[config.mk]
export PLATFORM = sky130hd
export DESIGN_NAME = exc_flush_ctrl
export DESIGN_NICKNAME = d
export VERILOG_FILES = /design/src/rtl/exc_flush_ctrl.sv
export SDC_FILE = /design/constraint.sdc
export NUM_CORES = 1
export LEC_CHECK = 0
export CORE_UTILIZATION = 25
export DETAILED_ROUTE_END_ITERATION = 10
export REMOVE_ABC_BUFFERS = 1
export SETUP_SLACK_MARGIN = 0.4
export SLEW_MARGIN = 15
export SYNTH_ARGS = -nofsm -noshare
export SYNTH_HDL_FRONTEND = slang
export SYNTH_SLANG_ARGS = --single-unit
[constraint.sdc]
create_clock -name clk -period 2 [get_ports clk]
set_input_delay 0.2 -clock clk [delete_from_list [all_inputs] [get_ports clk]]
set_output_delay 0.2 -clock clk [all_outputs]
set_load 0.03 [all_outputs]
[src/rtl/exc_flush_ctrl.sv]
// Exception / eret flush and redirect controller.
// Turns WB-stage exception/eret events into a flush pulse plus a held PC redirect.
module exc_flush_ctrl #(
    parameter logic [31:0] EX_ENTRY = 32'hbfc00380
) (
    input  logic        clk,
    input  logic        reset,
    input  logic        ws_ex,
    input  logic        ws_eret,
    input  logic [31:0] cp0_epc,
    input  logic [31:0] cp0_status,
    input  logic [31:0] cp0_cause,
    output logic        flush_o,
    output logic        redirect_valid,
    output logic [31:0] redirect_pc,
    input  logic        fs_redirect_ready,
    output logic        int_req_o,
    output logic        busy_o,
    output logic [15:0] ex_cnt_o
);

    typedef enum logic {
        IDLE  = 1'b0,
        REDIR = 1'b1
    } state_t;

    state_t      state_q, state_d;
    logic        first_q, first_d;
    logic [31:0] pc_q, pc_d;
    logic        int_q, int_d;
    logic [15:0] cnt_q, cnt_d;

    logic event_in;
    logic take;
    logic pend;

    assign event_in = ws_ex | ws_eret;
    assign take     = (state_q == IDLE) & event_in;
    assign pend     = cp0_status[0] & ~cp0_status[1]
                    & (|(cp0_status[15:8] & cp0_cause[15:8]));

    // State and datapath registers, synchronous reset
    always_ff @(posedge clk) begin
        if (reset) begin
            state_q <= IDLE;
            first_q <= 1'b0;
            pc_q    <= EX_ENTRY;
            int_q   <= 1'b0;
            cnt_q   <= 16'd0;
        end else begin
            state_q <= state_d;
            first_q <= first_d;
            pc_q    <= pc_d;
            int_q   <= int_d;
            cnt_q   <= cnt_d;
        end
    end

    // Next-state and next-datapath logic; events ignored outside IDLE
    always_comb begin
        state_d = state_q;
        first_d = 1'b0;
        pc_d    = pc_q;
        int_d   = 1'b0;
        cnt_d   = cnt_q;
        unique case (state_q)
            IDLE: begin
                int_d = pend & ~event_in;
                if (take) begin
                    state_d = REDIR;
                    first_d = 1'b1;
                    pc_d    = ws_ex ? EX_ENTRY : cp0_epc;
                    if (cnt_q != 16'hffff) begin
                        cnt_d = cnt_q + 16'd1;
                    end
                end
            end
            REDIR: begin
                if (fs_redirect_ready) begin
                    state_d = IDLE;
                end
            end
            default: state_d = IDLE;
        endcase
    end

    // Output decode from registered state
    always_comb begin
        busy_o         = (state_q == REDIR);
        redirect_valid = (state_q == REDIR);
        flush_o        = first_q;
        redirect_pc    = pc_q;
        int_req_o      = int_q;
        ex_cnt_o       = cnt_q;
    end

endmodule

======== Yosys cells after proc, flatten, opt, wreduce, memory -nomap -nowiden ========
Index checks and enable logic that the tools add are counted.
Widths: inputs -> output; s select.
cells by class
  add/sub/neg operators ................... 1
  eq/ne operators ......................... 1
  multiplexer cells ....................... 4
  bitwise logic cells ..................... 9
  reduce and logical (&&, ||, !) cells .... 4
operators with widths
  operator               number
  $mux 32                1
  $add 16x1->16 const B  1
  $ne 16x16->1 const B   1
  $and 8x8->8            1
  $reduce_or 8->1        1
  $and 1x1->1            4
  $not 1->1              3
  $reduce_and 3->1       1
  $mux 1                 2
  $pmux 1 s2             1
  $reduce_and 2->1       1
  $reduce_or 2->1        1
  $or 1x1->1             1
word-level totals
  bits in registers ....................... 51
  output and inout port bits .............. 52

======== Longest topological paths before layout ========
  depth after elaboration ................. 4
  mapped depth ............................ 7
  depth with buffers taken out ............ 5

======== Least setup slack after synthesis ========
OpenSTA, ideal clock, no wires.
  path kind ............................... register -> register
  start point ............................. register cnt_q[0], in the netlist ex_cnt_o[0]
  end point ............................... register cnt_q[7], in the netlist ex_cnt_o[7]
  library setup time ...................... 0.121 ns
  arrival time ............................ 1.832 ns
  data required time ...................... 1.879 ns
  slack ................................... 0.047 ns
  stages on the path, launching flop included .. 7
  buffers on the path ..................... 1
  cells stage by stage .................... dfxtp_1 ha_1 and3_1 buf_6 and4b_1 nor4b_1 mux2_2
on the way
  longest elaborated chain between the ends .. 2
  elaborated cells on any way between the ends .. 3
  those cells by class .................... 1 x add/sub; 1 x eq/ne; 1 x reduce/logical
ends and longest elaborated chain
  what                                                   RTL line  text
  from (decl)                                            31        logic [15:0] cnt_q, cnt_d;
  from (signal assigned)                                 55        cnt_q <= cnt_d;
  branches (longest 2 deep; another with $add 16x1->16)  --
Parallel ways; which one is timed is not known.
A chain may end at the register's enable or synchronous reset.

======== Worst setup path in the final report ========
Same ends and word-level chain as after synthesis.

==> results.json <==
{
  "ys_warn_count": 0,
  "swShare_pct": 25.4,
  "ff_latch_area_sq_um": 1030,
  "cts_root_buf": "clkbuf_8",
  "cp.arrival_ns": 1.91,
  "die_h_um": 92.6,
  "start_util_pct": 26.1,
  "cp_data_required_time_ns": 2.20,
  "antenna_left": 0,
  "drt_iter0_markers": 36,
  "power_switching_mw": 0.581,
  "clock-sinks": 51,
  "path_cells": "ha_4 > and3_4 > and4b_1 > nor4b_2 > mux2_2",
  "wirelength_um": 5730,
  "dieArea_sq_um": 8570,
  "n_fill_cell": 790,
  "coreArea_sq_um": 7850,
  "crit_fanout": 4,
  "wire_per_inst_um": 13.4,
  "hpwlAfterDp_um": 4100,
  "fin_skew_ns": 0.00945,
  "cpPeakStageDelay_ns": 0.37,
  "worstSetupEndpointType": "register",
  "cts-buffers-inserted": 5,
  "multi_input_area_sq_um": 1040,
  "yosysTopAreaCell": "dfxtp_1",
  "cap_violations": 0,
  "grt_pass1_vias": 2002,
  "status": "finished clean",
  "num_vias": 2049,
  "clk_pin_slew_worst_paths_ns": 0.09,
  "synth_area_leaders": "dfxtp_1, a22o_1, a21oi_1, nor2_1, o21bai_1",
  "die_w_um": 92.6,
  "ctsLongestPathBuffers": 2,
  "synth_area_sq_um": 2050,
  "final_core_utilization_pct": 45.3,
  "worstSetupPathType": "reg -> reg",
  "ys_types": 40,
  "drcViolationCount": 0,
  "numPortBuffers": 106,
  "placementRows": 32,
  "grt_usage_pct": 13.8,
  "cp-start-kind": "register",
  "cts_tree": "yes",
  "total_power_mw": 2.28,
  "hold_buffers": 0,
  "max_freq_ghz": 0.585,
  "p_comb_share_pct": 19.8,
  "clock_power_share_pct": 32.8,
  "area_growth_pct": 73.1,
  "hold_viol": 0,
  "ioPinCount": 153,
  "synthCells": 209,
  "nNetsFinal": 427,
  "ys_ff_latch": 51,
  "power_density_nw_per_um2": 643,
  "power_frac_seq_pct": 47.3,
  "setup_slack_ns": 0.292,
  "pre_cts_slack_ns": 0.0369,
  "place_area_sq_um": 3300,
  "gr-total-overflow": 0,
  "synth-seq-area-share_pct": 49.8,
  "final_cells": 428,
  "slew_viol_final": 0,
  "antenna_cells": 0,
  "grt_pass1_wl_um": 9470,
  "setup_viol": 0,
  "p_leak_nw": 1.42,
  "htree_levels": 2,
  "postLayoutCellArea_sq_um": 3550,
  "crit_buf_inv": 0,
  "worst_slew_pin_slew_ns": 0.497,
  "postSynthAreaPerCell_sq_um": 9.82,
  "grt_antenna_before_repair": 0,
  "period_needed_ns": 1.71,
  "dpl.cell_count": 417,
  "final.period_utilization_pct": 85.4,
  "insertion_delay_ns": 0.30,
  "drive_above_1_share_pct": 17.2,
  "gp_congestion": 0.732,
  "vias_per_cell": 4.79,
  "first_pass_iters": 4,
  "internal_power_mw": 1.70,
  "reg2reg_slack_ns": 0.29,
  "grt_max_degree": 26,
  "vdd_drop_max_v": 0.000282,
  "yosysTopAreaCellShare_pct": 49.8,
  "slowest_stage": "mux2_2",
  "hold_class": "reg -> reg",
  "rsz0062_at_grt": "yes",
  "worst_path_dominant_cell_family": "simple AND/OR/NAND/NOR gates",
  "relSlewSlack_pct": 66.8
}
cell type report:
cell class | count | share of cell area, %
inverter | 3 | 0.317
tap | 102 | 3.59
timing repair buffer | 122 | 34.4
clock inverter | 2 | 0.986
multi-input combinational | 142 | 29.3
clock buffer | 6 | 2.32
sequential | 51 | 29.0
per-stage QoR:
stage	setup TNS (ns)	hold WS, ns
floorplan	-0.239	0.269
global placement	0	0.444
detailed placement	0	0.453
CTS	0	0.460
global route	0	0.475
finish	0	0.463
power by group through the flow:
stage               clock network (mW)  registers (mW)  logic (mW)
floorplan                            0            1.19      0.0880
global placement                     0            1.10       0.439
detailed placement                   0            1.10       0.441
CTS                              0.785            1.08       0.447
global route                     0.823            1.09       0.483
finish                           0.750            1.08       0.453
worst reg2reg max path, cell delays in order, from the launching register on:
cell and delay, ns:
dfxtp_2 0.35, ha_4 0.16, and3_4 0.19, and4b_1 0.23, nor4b_2 0.30, mux2_2 0.37
cells in the final DEF, fill, tap and decap left out, drive strengths merged, types with 6 or more instances in the layout:
cell type,Yosys,layout
nand3,9,9
nor3,12,12
o21bai,9,9
o21ai,6,6
nand2,6,6
buf,7,16
clkdlybuf4s50,0,88
dfxtp,51,51
a22o,19,19
a21oi,15,15
nor2,16,16
dlygate4sd2,0,14
clkbuf,6,6
metal layers:
layer  GRT usage (%)  vias to the layer above  part of all wire, %
li1                -                     1025                    -
met1            17.3                      956                   45
met2            22.8                       64                   47
met3            3.94                        4                  6.9
met4            4.30                        0                 0.51
met5               0                        -                    0
cells in the mapped netlist:
cell type  number
a211oi_1        3
a21oi_1        15
a221oi_1        1
a22o_1         19
a22oi_1         2
a31oi_1         1
and3_1          1
and4_1          3
and4b_1         1
buf_2           4
buf_4           1
buf_6           2
clkbuf_1        6
dfxtp_1        51
ha_1            1
inv_1           3
mux2_2          2
nand2_1         6
nand2b_1        2
nand3_1         8
nand3_2         1
nand3b_1        3
nand4_1         4
nand4_4         1
nor2_1         16
nor2b_1         2
nor3_1         10
nor3_2          2
nor4_1          1
nor4b_1         2
o2111ai_1       1
o21ai_0         6
o21ba_2         1
o21bai_1        8
o21bai_2        1
o22a_1          4
o31ai_1         4
or3_1           5
or4_1           4
xor2_1          1
what timing repair did:
| action | in CTS | in global routing |
|---|---|---|
| setup buffers | 2 | 1 |
| resized for setup | 23 | 25 |
| setup endpoints to repair | 27 | 24 |
| pin swaps | 1 | 5 |
worst paths after layout:
kind                        from  cells after the start             end
setup / recovery     ex_cnt_o[0]                      5     ex_cnt_o[7]
hold / removal    redirect_pc[4]                      2  redirect_pc[4]
hold reg to reg   redirect_pc[4]                      2  redirect_pc[4]
setup reg to reg     ex_cnt_o[0]                      5     ex_cnt_o[7]
logic make-up (layout without fill, tap and decap cells):
group                    count (synthesis)  after routing  share of synthesized area, %
buffers and inverters                   16            133                          4.09
adder cells (fa/ha/maj)                  1              1                         0.610
XOR/XNOR                                 1              1                         0.427
AND/OR/NAND/NOR                         72             72                          20.7
AO/OA/AOI/OAI                           66             66                          23.4
multiplexers                             2              2                          1.10
flip-flops                              51             51                          49.8
flip-flops by register name (all words and copies together) (netlist names):
| register | flops |
|---|---|
| int_req_o | 1 |
| ex_cnt_o | 16 |
| flush_o | 1 |
| redirect_pc | 32 |
| busy_o | 1 |
Note: power is estimated with default switching activity, not from simulation.
